`src/rtl/traffic_phase_ctrl.sv`:
```
// Two-way intersection phase sequencer with a pedestrian walk request and a
// flashing-yellow night mode. All phase timing is driven by a synchronised 1 Hz tick.
module traffic_phase_ctrl #(
  parameter int T_NS_G = 30,
  parameter int T_EW_G = 20,
  parameter int T_Y    = 3,
  parameter int T_AR   = 2,
  parameter int T_PED  = 5
) (
  input  logic       clk,
  input  logic       reset,
  input  logic       clk_1Hz,
  input  logic       enable,
  input  logic       ped_req,
  input  logic       night_mode,
  output logic [2:0] ns_light,
  output logic [2:0] ew_light,
  output logic       walk,
  output logic [5:0] count,
  output logic [2:0] phase
);

  typedef enum logic [2:0] {
    NS_G  = 3'd0,
    NS_Y  = 3'd1,
    AR1   = 3'd2,
    EW_G  = 3'd3,
    EW_Y  = 3'd4,
    AR2   = 3'd5,
    FLASH = 3'd6
  } state_e;

  localparam logic [5:0] D_NS_G = 6'(T_NS_G);
  localparam logic [5:0] D_EW_G = 6'(T_EW_G);
  localparam logic [5:0] D_Y    = 6'(T_Y);
  localparam logic [5:0] D_AR   = 6'(T_AR);
  localparam logic [5:0] D_PED  = 6'(T_PED);

  state_e     state_q, state_d, nxt_s;
  logic [5:0] count_q, count_d;
  logic       ped_q, ped_d, walk_q, walk_d, flash_q, flash_d;
  logic [2:0] ns_q, ns_d, ew_q, ew_d;
  logic       sync1_q, sync2_q, prev_q, tick_s;

  function automatic logic [5:0] dur(input state_e s);
    case (s)
      NS_G:    dur = D_NS_G;
      NS_Y:    dur = D_Y;
      AR1:     dur = D_AR;
      EW_G:    dur = D_EW_G;
      EW_Y:    dur = D_Y;
      AR2:     dur = D_AR;
      default: dur = 6'd0;
    endcase
  endfunction

  // Returns {ns_light, ew_light} for a state; FLASH shows yellow only in its lit half.
  function automatic logic [5:0] lights(input state_e s, input logic fl);
    case (s)
      NS_G:    lights = {3'b001, 3'b100};
      NS_Y:    lights = {3'b010, 3'b100};
      EW_G:    lights = {3'b100, 3'b001};
      EW_Y:    lights = {3'b100, 3'b010};
      FLASH:   lights = {1'b0, fl, 1'b0, 1'b0, fl, 1'b0};
      default: lights = {3'b100, 3'b100};
    endcase
  endfunction

  assign tick_s = sync2_q & ~prev_q;

  // clk_1Hz synchroniser and rising-edge detector
  always_ff @(posedge clk or negedge reset) begin
    if (!reset) begin
      sync1_q <= 1'b0;
      sync2_q <= 1'b0;
      prev_q  <= 1'b0;
    end else begin
      sync1_q <= clk_1Hz;
      sync2_q <= sync1_q;
      prev_q  <= sync2_q;
    end
  end

  // Successor state for the current phase
  always_comb begin
    nxt_s = AR2;
    case (state_q)
      NS_G:    nxt_s = NS_Y;
      NS_Y:    nxt_s = AR1;
      AR1:     nxt_s = EW_G;
      EW_G:    nxt_s = EW_Y;
      EW_Y:    nxt_s = AR2;
      AR2:     nxt_s = night_mode ? FLASH : NS_G;
      default: nxt_s = AR2;
    endcase
  end

  // Phase stepping; the pedestrian latch is the only state that moves without a tick
  always_comb begin
    state_d = state_q;
    count_d = count_q;
    walk_d  = walk_q;
    flash_d = flash_q;
    ped_d   = ped_q | ped_req;
    if (tick_s && enable) begin
      if (state_q == FLASH) begin
        if (night_mode) begin
          flash_d = ~flash_q;
        end else begin
          state_d = AR2;
          count_d = D_AR;
          flash_d = 1'b0;
        end
      end else if (state_q == NS_G && ped_q && count_q > D_PED) begin
        count_d = D_PED;
      end else if (count_q > 6'd1) begin
        count_d = count_q - 6'd1;
      end else begin
        state_d = nxt_s;
        count_d = dur(nxt_s);
        if (nxt_s == EW_G) begin
          walk_d = ped_q;
          ped_d  = ped_req;
        end else begin
          walk_d = 1'b0;
        end
      end
    end else begin
      state_d = state_q;
    end
    {ns_d, ew_d} = lights(state_d, flash_d);
  end

  // Phase state and registered light/count outputs
  always_ff @(posedge clk or negedge reset) begin
    if (!reset) begin
      state_q <= AR2;
      count_q <= D_AR;
      ped_q   <= 1'b0;
      walk_q  <= 1'b0;
      flash_q <= 1'b0;
      ns_q    <= 3'b100;
      ew_q    <= 3'b100;
    end else begin
      state_q <= state_d;
      count_q <= count_d;
      ped_q   <= ped_d;
      walk_q  <= walk_d;
      flash_q <= flash_d;
      ns_q    <= ns_d;
      ew_q    <= ew_d;
    end
  end

  assign ns_light = ns_q;
  assign ew_light = ew_q;
  assign walk     = walk_q;
  assign count    = count_q;
  assign phase    = state_q;

endmodule

```
`config.mk`:
```
export PLATFORM = sky130hd
export DESIGN_NAME = traffic_phase_ctrl
export DESIGN_NICKNAME = d
export VERILOG_FILES = /design/src/rtl/traffic_phase_ctrl.sv
export SDC_FILE = /design/constraint.sdc
export NUM_CORES = 1
export LEC_CHECK = 0
export ABC_CLOCK_PERIOD_IN_PS = 1860
export BUFFER_PORTS_ARGS = -buffer_cell sky130_fd_sc_hd__buf_2
export CAP_MARGIN = 5
export CELL_PAD_IN_SITES_DETAIL_PLACEMENT = 0
export CELL_PAD_IN_SITES_GLOBAL_PLACEMENT = 1
export CORE_MARGIN = 1
export CORE_UTILIZATION = 37
export CTS_BUF_LIST = sky130_fd_sc_hd__clkbuf_16
export CTS_CLUSTER_SIZE = 30
export DETAILED_ROUTE_END_ITERATION = 10
export GPL_ROUTABILITY_DRIVEN = 0
export PLACE_DENSITY_LB_ADDON = 0.1
export SKIP_LAST_GASP = 1
export SLEW_MARGIN = 10
export SYNTH_ARGS = -nofsm -noshare
export SYNTH_HDL_FRONTEND = slang
export SYNTH_SLANG_ARGS = --single-unit
```
`constraint.sdc`:
```
create_clock -name clk -period 1.86 [get_ports clk]
set_input_delay 0.093 -clock clk [delete_from_list [all_inputs] [get_ports clk]]
set_output_delay 0.093 -clock clk [all_outputs]
set_load 0.1 [all_outputs]
```
==> results.md <==
* Die W at 57.69 um
* Top cells by count, synth: 16 x dfrtp_1, 11 x nand2_1, 9 x a21oi_1
* Die Span Y at 57.69 um
* Maximum vdd drop at 0.0006944 V
* Post-synthesis sequential area ratio at 46.35%
* Setup Skew at 0.002350 ns
* Maximum Capacitance Violations at 0
* DP Worst Slack at -0.1297 ns
* Synth top area share at 34.90%
* Status: finished, violations left
* Critical Path Source Type: register
* Reg clk slew, reported paths at 0.06 ns
* Clk pwr share at 15.7%
* CORE AREA at 2853 um2
* Pins Over Slew Limit at 0
* Distinct cells, synth at 45
* CP Class: reg -> reg
* Fin nets at 172
* Min setup slack post-route at -0.1289 ns
* I/O pin count at 22
* Synth Register Bits at 21
* Mapped Nets at 121
* Syn Inst Count at 113
* Comb pwr share at 60.9%
* Most frequent cell after synthesis: dfrtp_1
* Primary FF master, synth: dfrtp_1
* Cell Int Power at 1.476 mW
* P_leak at 0.7651 nW
* Final critical-path share of the clock period at 106.9%
* Largest net degree at the start of global routing at 22
* Vias per cell at 5.340
* Hold/Removal Path Class: in -> reg
* Crit path DAT at 2.17 ns
* Psw at 1.470 mW
* Initial antenna violation count at 0
* Clock insertion delay at the later pin of the skew report at 0.25 ns
* Detailed-route DRC error count at 0
* Placed wire-length estimate at 2113 um
* Initial DRC count at 55
* CP max FO at 4
* Synth warnings at 0
* Async SR Flop Fraction at 100.0%
* PortBufs at 21
* Final setup TNS at -0.5070 ns
* Fmax achieved at 502.8 MHz
* Max transition margin at 67.29%
* Endpoints failing hold at 0
* Num CTS Buffers at 3
* H-Tree Depth at 1
* Gr ovfl total at 0
* Vias in the first global route at 1,039
* Post-synth EDFFs at 0
* Drt wl/cell at 15.86 um
* RSZ-0062 raised after global routing: true
* TritonRoute pass-1 iters at 4
* Ranking of synthesized cells by area: dfrtp_1 35%, dfstp_2 11%, a21oi_1 3.9%, nand2_1 3.6%, o21ai_0 3.1%
* Die ar. at 3328 um2
* Maximum buffer depth of the clock tree at 2
* Pwr Density at 1722 nW/um2
* Largest area contributor in the netlist: dfrtp_1
* Worst Tran Pin Value at 0.4907 ns
* Flop pwr share at 23.4%
* Final min period at 1.989 ns
* TritonCTS Sinks at 21
* Avg Cell Area, Syn at 10.15 um2
* Clock Tree Root: clkbuf_16
* Worst Path Required at 2.04 ns
* Switching share of power at 49.89%
* CTS tree: done
* Routed WL at 3076 um
* Post-route antenna net violation count at 0
* Synthesized area at 1147 um2
* First-pass GRT wire length at 4995 um
* CP endpoint kind: register
* Setup violators final at 8
* Via count at 1,036
* Share of cells above drive strength 1 at 56.44%
* Global Route Usage Sum at 19.92%
* Ant. Diodes at 0
* Row Count at 19
* Synth-to-Final Area Change at 49.07%
* Initial Utilization at 40.22%
* Violated checks: negative setup slack
-- layout make-up --
| class | instances | area [um2] |
|---|---|---|
| fillers | 246 | 1142 |
| multi-input cells | 82 | 676.9 |
| flip-flops and latches | 21 | 555.5 |
| repair buffers | 50 | 327.8 |
| clock buffers | 3 | 75.07 |
| well taps | 31 | 38.79 |
| inverters | 6 | 32.53 |
| clock inverters | 1 | 3.754 |
-- timing repair --
| item | CTS | global route |
|---|---|---|
| setup endpoints to repair | 9 | 15 |
| hold endpoints to repair | 17 | 0 |
| cloned | 0 | 0 |
| resized for setup | 10 | 7 |
| hold buffers | 2 | 0 |
| buffers inserted | 2 | 1 |
| pin swaps | 6 | 5 |
-- stage by stage --
step                hold slack [ns]  utilization [%]  cells  cell area, um2  power (mW)
floorplan                   -0.2026                -    113            1214       1.952
global placement            0.08077            52.94    185            1510       2.339
detailed placement          0.08676            52.94    185            1510       2.355
CTS                         0.02351            58.51    193            1669       2.896
global route                0.04096            59.96    194            1710       3.089
finish                      0.02247            59.96    194            1710       2.946
-- kinds of logic after synthesis --
logic type               after synthesis  synth area share [%]
AO/OA/AOI/OAI                         37                 23.34
XOR/XNOR                               2                 1.527
adder cells (fa/ha/maj)                2                 2.181
buffers and inverters                 10                 4.252
flip-flops                            21                 46.35
multiplexers                           2                 2.617
AND/OR/NAND/NOR                       39                 19.74
-- worst paths after layout --
check	from	end	slack, ns	cells after the start
max	count[1]	ew_light[2]	-0.13	8
min	ped_req	ped_q	0.02	2
max reg2reg	count[1]	ew_light[2]	-0.13	8
min reg2reg	sync1_q	sync2_q	0.36	0
max in group asynchronous	reset	count[3]	1.15	2
min in group asynchronous	reset	ped_q	0.33	2
-- per-layer routing --
metal / wire [um] / track usage, % / share of wire [%] / up-vias
met4: 40 / 7.823 / 1.3 / 0
met2: 1514 / 32.39 / 49 / 16
li1: - / - / - / 519
met3: 63 / 3.125 / 2.0 / 4
met5: 0 / 0 / 0 / -
met1: 1458 / 26.87 / 47 / 497
-- power groups by stage --
stage / Combinational [mW] / Clock [mW] / Sequential (mW)
2_1_floorplan: 0.578 / 0 / 1.37
3_3_place_gp: 1.66 / 0 / 0.680
3_5_place_dp: 1.67 / 0 / 0.684
4_1_cts: 1.75 / 0.462 / 0.684
5_1_grt: 1.90 / 0.487 / 0.702
6_report: 1.79 / 0.462 / 0.690
-- critical path, stage by stage, from the launching register on --
cell      delay [ns]
dfstp_4         0.64
inv_6           0.05
ha_4            0.18
o21bai_4        0.18
nor3_4          0.08
a221o_1         0.36
inv_2           0.11
nand2_2         0.06
mux2_4          0.26
-- cells in the final DEF, fill, tap and decap left out, types with 2 or more instances in the layout --
cell type,instances
a21oi_1,8
a221o_1,3
a22o_1,2
a31o_2,2
buf_2,21
buf_4,27
clkbuf_16,3
dfrtp_1,10
dfrtp_2,4
dfrtp_4,2
dfstp_2,2
dfstp_4,3
dlygate4sd3_1,2
ha_4,2
inv_1,4
mux2_4,2
nand2_1,9
nand3_1,2
nand3b_1,2
nor2_1,3
nor2_2,2
nor2b_1,2
nor3_1,4
o21ai_0,6
o31a_2,2
-- flip-flops by register name, indices dropped and copies added, names as in the netlist --
register	flops
count	6
ew_light	3
ns_light	3
phase	3
flash_q	1
ped_q	1
prev_q	1
sync1_q	1
sync2_q	1
walk	1
No activity file was read; power rests on OpenSTA's default activity.
